$ cat src/rtl/right_shifter_if.sv
// Data/amount/result bundle for the rotate-right shifter.
// The master drives a and amt; the slave returns the registered rotate in y.
interface right_shifter_if #(
  parameter int unsigned WIDTH = 8,
  parameter int unsigned AMT_W = 3
);
  logic [WIDTH-1:0] a;
  logic [AMT_W-1:0] amt;
  logic [WIDTH-1:0] y;

  modport master (output a, output amt, input y);
  modport slave  (input a, input amt, output y);
endinterface

$ cat src/rtl/right_shifter.sv
// Rotate-right barrel shifter: log2(WIDTH) cascaded 2:1 mux stages feeding one output register.
// Bits leaving the LSB re-enter at the MSB; y updates every cycle with no enable.
module right_shifter #(
  parameter int unsigned WIDTH = 8,
  parameter int unsigned AMT_W = 3
) (
  input logic            clk,
  input logic            rst_n,
  right_shifter_if.slave sh
);

  logic [WIDTH-1:0] w_stage [AMT_W+1];
  logic [WIDTH-1:0] r_y;

  assign w_stage[0] = sh.a;

  // Stage k rotates right by 2^k when amt[k] is set.
  for (genvar k = 0; k < AMT_W; k++) begin : g_stage
    localparam int unsigned Sh = 1 << k;
    assign w_stage[k+1] = sh.amt[k] ? {w_stage[k][Sh-1:0], w_stage[k][WIDTH-1:Sh]}
                                    : w_stage[k];
  end

  always_ff @(posedge clk or negedge rst_n) begin
    if (!rst_n) begin
      r_y <= '0;
    end else begin
      r_y <= w_stage[AMT_W];
    end
  end

  assign sh.y = r_y;

endmodule

$ cat src/flat_wrapper.sv
// flat-port wrapper written by rule: the top's interface ports become plain ports
module right_shifter_flat 
#(
  parameter int unsigned WIDTH = 8,
  parameter int unsigned AMT_W = 3
)
  (clk, rst_n, sh_a, sh_amt, sh_y);
  right_shifter_if #(.WIDTH(WIDTH), .AMT_W(AMT_W)) sh_i ();
  input logic clk;
  input logic rst_n;
  input wire logic [$bits(sh_i.a)-1:0] sh_a;
  input wire logic [$bits(sh_i.amt)-1:0] sh_amt;
  output wire logic [$bits(sh_i.y)-1:0] sh_y;
  assign sh_i.a = sh_a;
  assign sh_i.amt = sh_amt;
  assign sh_y = sh_i.y;
  right_shifter #(.WIDTH(WIDTH), .AMT_W(AMT_W)) u_core (.clk(clk), .rst_n(rst_n), .sh(sh_i));
endmodule
$ cat config.mk
export PLATFORM = sky130hd
export DESIGN_NAME = right_shifter_flat
export DESIGN_NICKNAME = d
export VERILOG_FILES = /design/src/rtl/right_shifter_if.sv /design/src/rtl/right_shifter.sv /design/src/flat_wrapper.sv
export SDC_FILE = /design/constraint.sdc
export NUM_CORES = 1
export LEC_CHECK = 0
export CAP_MARGIN = 10
export CORE_AREA = 5 5 42 44
export DETAILED_ROUTE_END_ITERATION = 10
export DIE_AREA = 0 0 47 49
export PLACE_DENSITY = 0.74
export SETUP_SLACK_MARGIN = 0.3
export SLEW_MARGIN = 0
export SYNTH_ARGS = -nofsm -noshare
export SYNTH_HDL_FRONTEND = slang
export SYNTH_SLANG_ARGS = --single-unit
$ cat constraint.sdc
create_clock -name clk -period 1.6 [get_ports clk]
set_clock_uncertainty 0.2 [all_clocks]
set_input_delay 0.24 -clock clk [delete_from_list [all_inputs] [get_ports clk]]
set_output_delay 0.24 -clock clk [all_outputs]
set_load 0.02 [all_outputs]
; Word-level counts from Yosys, hierarchy flattened
; Cells that the tools add are included.
[op_classes]
mux = 3
[ops]
columns = operator, n
row1 = 2-to-1 mux 8 bit, 3
[totals]
reg_bits = 8
input_bits = 13
output_inout_bits = 8
elab_cells = 4

; Logic depth before layout (Yosys ltp)
; Gate-level depths: netlist (run 1).
[depth]
depth_word = 3
mapped_depth = 3
mapped_depth_nobuf = 2

; Worst setup path after synthesis (run 1)
; No wires, ideal clock.
[synth_path]
path_type = input to register
start = in sh_amt[1]
end = reg u_core.r_y[1] (netlist: u_core.sh.y[1])
setup_ns = 0.125
t_arrival_ns = 1.160
required_time_ns = 1.275
path_slack_ns = 0.115
cell_stages = 3
path_buffers = 1
path_cell_list = buf_6 > mux4_1 > mux2_2
[synth_rtl]
columns = item, line
row1 = from (decl), flat_wrapper.sv:12  ; input wire logic [$bits(sh_i.amt)-1:0] sh_amt;
row2 = to (signal assigned), right_shifter.sv:28  ; r_y <= w_stage[AMT_W];
row3 = to (decl), right_shifter.sv:13  ; logic [WIDTH-1:0] r_y;

==> run metrics, run 1 <==
Root Buffer clkbuf_4; syn nets 40; port bufs 20; worst hold path type in2async; Post-Synth Simple-Gate Area 0%; XOR/XNOR Fraction of Synth Area 0%; Final min period roughly 1300 ps; cell count after placement 65; Synth Area in Adders 0%; Post-route DRC 0; gpl congestion around 0.7; Post-Syn Area per Cell around 20 um2; YS warnings 0; CP Launch Type primary input; Final setup violation count 0; max_cap viols 0; Post-CTS Hold Fix Bufs 0; Die ar. approximately 2300 um2; synthesized flop and latch total 8; Final #Nets 67; row cnt 14; crit-path leading delay family multiplexers; clk buf depth 2; TritonCTS buffer count 3; Post-Synthesis Cells 27; CP peak stage delay between 500 and 600 ps; power per cell area around 800 nW/um2; Slowest cell on crit path mux4_2; Leak Pwr approximately 0.32 nW; Setup TNS 0 ps; Final Non-Filler Cells approximately 70; crit-path max FO 8; CP Depth 4; WP data required about 1500 ps; post-route ant nets 0; filler instances between 100 and 150; critical path cell sequence buf_6 > buf_12 > mux4_2 > mux2_4; number of flip-flops under the largest register name 8; vias 357; first-pass GRT wire length approximately 1600 um; mux cell area share after synthesis around 57%; share of cells above drive strength 1 about 77%; Peak Freq between 700 and 800 MHz; RSZ-0062 raised after global routing true; Unique masters post-synth 5; GRT overflow 0; area delta synth->final 34.4%; CTS tree yes; Detailed Route WL 933 um; main combinational cell family by area after synthesis multiplexers; Top Ports 21; initial antenna violation count 0; largest net degree at the start of global routing 9; peak supply drop about 0.26 mV; Starting Density a little under two fifths; vias in the first global route approximately 390; Slew @ Worst Pin about 330 ps; Slew Viols, Final 0; Die H 49 um; slew margin rel. approximately four fifths; most common cell after layout, fill and taps aside buf_2; postcts setup bufs 0; Die X 47 um; status finished, final reports clean; part of the Yosys area used for sequential elements around two fifths; # resized after CTS 56; Iteration-0 DRC Markers 6; DRT Pass-1 Iters 4; Syn Std Cell Area around 530 um2; most frequent cells in the layout 9 x buf_2, 8 x mux4_2, 8 x dfrtp_1, 6 x clkbuf_2, 5 x mux2_4; Compound-Gate Fraction of Synth Area 0%; data arrival time of the critical path between 1000 and 1500 ps; clk sink count 8; CP bufs+invs 2; final hold vios 0; Inserted Diodes 0; H-tree depth 1; Avg WL per Cell 13.7 um; kind of end point of the critical path flip-flop; vias per cell about 5.3; Tcrit/Tclk final between 80 and 90%; Clock Pin Slew Worst Setup and Hold Paths approximately 40 ps; Setup CP Type in2reg; core area approximately 1400 um2; gr usage total about a tenth; Setup crit start sh_amt[1]
-- Yosys cell counts (all sizes together) --
| master | n | area share (%) |
|---|---|---|
| dfrtp | 8 | 38 |
| mux2 | 8 | 17 |
| mux4 | 8 | 40 |
| buf | 3 | 5.0 |
-- kinds of logic (layout without fill, tap and decap cells) --
logic type | count (synthesis) | after routing
mux | 16 | 16
flops | 8 | 8
buf+inv | 3 | 28
-- metrics by stage --
| step | hold WS, ps | cell area (um2) | util [%] | setup WS (ps) | total power [mW] |
|---|---|---|---|---|---|
| after global routing | 89.9 | 708 | 50.5 | 285 | 0.603 |
| final | 54.8 | 708 | 50.5 | 306 | 0.573 |
| after detailed placement | 327 | 741 | 52.9 | -405 | 0.459 |
| after CTS | 59.7 | 756 | 53.9 | 300 | 0.592 |
| after floorplan | -256 | 509 | - | 181 | 0.354 |
| after global placement | 318 | 741 | 52.9 | -398 | 0.455 |
-- area by class of cell --
cell class,instances,area (um2),area share (%)
sequential,8,200,28.3
multi-input combinational,16,289,40.8
clock buffer,3,22.5,3.18
timing repair buffer,25,176,24.9
tap,16,20.0,2.83
-- metal layers --
layer  share of wire (%)  wire length (um)  global-route usage (%)  vias to the layer above
li1                    -                 -                       -                      160
met1                  29               269                    8.98                      163
met2                  49               460                    15.6                       29
met3                  17               159                    2.95                        5
met4                 4.7                44                    11.1                        0
met5                   0                 0                       0                        -
-- worst max path at each step --
stage / slack, ps / end
5_1_grt: 280 / u_core.sh.y[7]
3_3_place_gp: -400 / u_core.sh.y[3]
2_1_floorplan: 180 / u_core.sh.y[1]
4_1_cts: 300 / sh_y[0]
3_5_place_dp: -400 / u_core.sh.y[5]
6_report: 310 / u_core.sh.y[6]
-- power by group --
group / internal, mW / total (mW) / switching, mW
registers: 0.228 / 0.233 / 0.00509
clock network: 0.0851 / 0.144 / 0.0589
logic: 0.107 / 0.196 / 0.0889
total: 0.420 / 0.573 / 0.153
No activity file was read; power rests on OpenSTA's default activity.
==> inputs of run 2 (changes only) <==
- CORE_AREA: 5 5 42 44 -> unset
- CORE_MARGIN: unset -> 5
- CORE_UTILIZATION: unset -> 37
- DIE_AREA: 0 0 47 49 -> unset
- PLACE_DENSITY: 0.74 -> 0.73
- clock period: 1.6 -> 1.1 ns (I/O delays scaled with it)
==> run 2 against run 1 <==
Compared with the run above:
- the flow now finishes with violations (negative hold slack, negative setup slack)
- die area decreased by 1.1%
- wire length increased by 1.4%
- core utilization is 8.2 points higher
- via count increased by 1.1%
- count of clock-buffer cells in the layout is the same
- sequential power up 50%
- global-route usage rose by 1.1 points
- worst setup slack got worse by 430 ps
- sequential cell count stayed put
- design area is 9.4% higher
- critical path type unchanged
- largest power group unchanged
==> run metrics, run 2 (synthesis gave the netlist of run 1 again) <==
vias per cell 5.47; CP peak stage delay roughly 520 ps; clk sink count 8; Root Buffer clkbuf_4; CP Depth 4; kind of end point of the critical path flip-flop; core area about 1300 um2; data arrival time of the critical path roughly 1200 ps; CP bufs+invs 2; placed cell area ~720 um2; Iteration-0 DRC Markers 0; share of cells above drive strength 1 80.4%; vias in the first global route ~400; number of flip-flops under the largest register name 8; gr usage total approximately 11%; area delta synth->final 47.0%; Die ar. 2280 um2; TritonCTS buffer count 3; Seq pwr share 39.0%; CTS tree yes; Die H between 40 and 50 um; WP data required approximately 1000 ps; port bufs 20; Top Ports 21; GRT overflow 0; Peak Freq 819 MHz; most frequent cells in the layout 10 x buf_6, 8 x mux4_2, 8 x dfrtp_1, 5 x mux2_4, 5 x clkdlybuf4s15_2; RSZ-0062 raised after global routing true; Die X 47.7 um; Slowest cell on crit path mux4_2; vias around 360; cell count after placement a little over 60; Leak Pwr 0.338 nW; Setup WS pre-CTS -835 ps; largest net degree at the start of global routing 9; critical path cell sequence buf_6 > buf_12 > mux4_2 > mux2_4; Setup CP Type in2reg; Final setup violation count 16; Starting Density between 30 and 40%; Final Non-Filler Cells 66; crit-path max FO 8; max_cap viols 0; gpl congestion between 0.6 and 0.7; P_sw ~240 uW; worst hold path type in2async; most common cell after layout, fill and taps aside buf_6; CP Launch Type primary input; Detailed Route WL 946 um; Inserted Diodes 0; Clock Pin Slew Worst Setup and Hold Paths approximately 50 ps; row cnt 13; Hold WS -26.0 ps; Final min period 1220 ps; peak supply drop 0.494 mV; Setup crit start sh_amt[1]; sw frac a little over a quarter; Tot Pwr between 800 and 900 uW; CP endpoint u_core.sh.y[3]; Tcrit/Tclk final 111%; DRT Pass-1 Iters 1; Avg WL per Cell 14.3 um; Slew Viols, Final 0; final hold vios 8; Final #Nets 66; final non-filler cell area ~770 um2; Pint 660 uW; crit-path leading delay family multiplexers; status finished with violations; share of power burned in the clock network roughly a quarter; power per cell area around 1200 nW/um2; failing checks negative hold slack, negative setup slack; combinational power share 37.1%; Post-route DRC 0; first-pass GRT wire length around 1600 um; H-tree depth 1; setup slack after layout -121 ps; clk buf depth 2; initial antenna violation count 0; slew margin rel. between 70% and 80%; Slew @ Worst Pin 322 ps; post-route ant nets 0
## run 2: cell types whose count changed in the layout (fill, tap and decap cells not counted)
| cell | change |
|---|---|
| buf_6 | +9 |
| buf_2 | -7 |
| clkdlybuf4s15_2 | +5 |
| clkbuf_2 | -4 |
| buf_4 | -2 |
| clkdlybuf4s15_1 | -2 |
## run 2: cell type report
type | instances | area [um2]
fillers | 104 | 543
multi-input cells | 16 | 289
repair buffers | 24 | 244
flip-flops and latches | 8 | 200
clock buffers | 3 | 22.5
well taps | 15 | 18.8
## run 2: repair_timing
item,4_1_cts,5_1_grt
setup endpoints to repair,16,16
buffers inserted,0,1
resized for setup,84,4
pin swaps,0,0
hold endpoints to repair,8,0
## run 2: how the worst min path moves through the flow
stage,start,end,cells after the start
CTS,rst_n,u_core.sh.y[3],1
global placement,rst_n,u_core.sh.y[2],1
global route,rst_n,u_core.sh.y[3],1
floorplan,rst_n,u_core.sh.y[0],0
detailed placement,rst_n,u_core.sh.y[2],1
finish,rst_n,u_core.sh.y[3],1
## run 2: power groups by stage
stage,Combinational (mW),Sequential [mW],Clock [mW]
6_report,0.333,0.350,0.215
3_5_place_dp,0.316,0.348,0
5_1_grt,0.355,0.353,0.232
4_1_cts,0.333,0.351,0.223
2_1_floorplan,0.119,0.396,0
3_3_place_gp,0.312,0.344,0
## run 2: stage by stage
| stage | utilization [%] | TNS (ps) |
|---|---|---|
| after floorplan | - | -1940 |
| after global placement | 55.0 | -7750 |
| after detailed placement | 55.0 | -7870 |
| after CTS | 59.2 | -1040 |
| after global routing | 58.8 | -1300 |
| final | 58.8 | -972 |
## run 2: routing by layer
metal	GRT usage, %	vias to the layer above	wire length, um
met5	0	-	0
met4	16.1	0	64
met3	1.88	4	113
met2	17.9	23	476
met1	9.64	176	292
li1	-	158	-
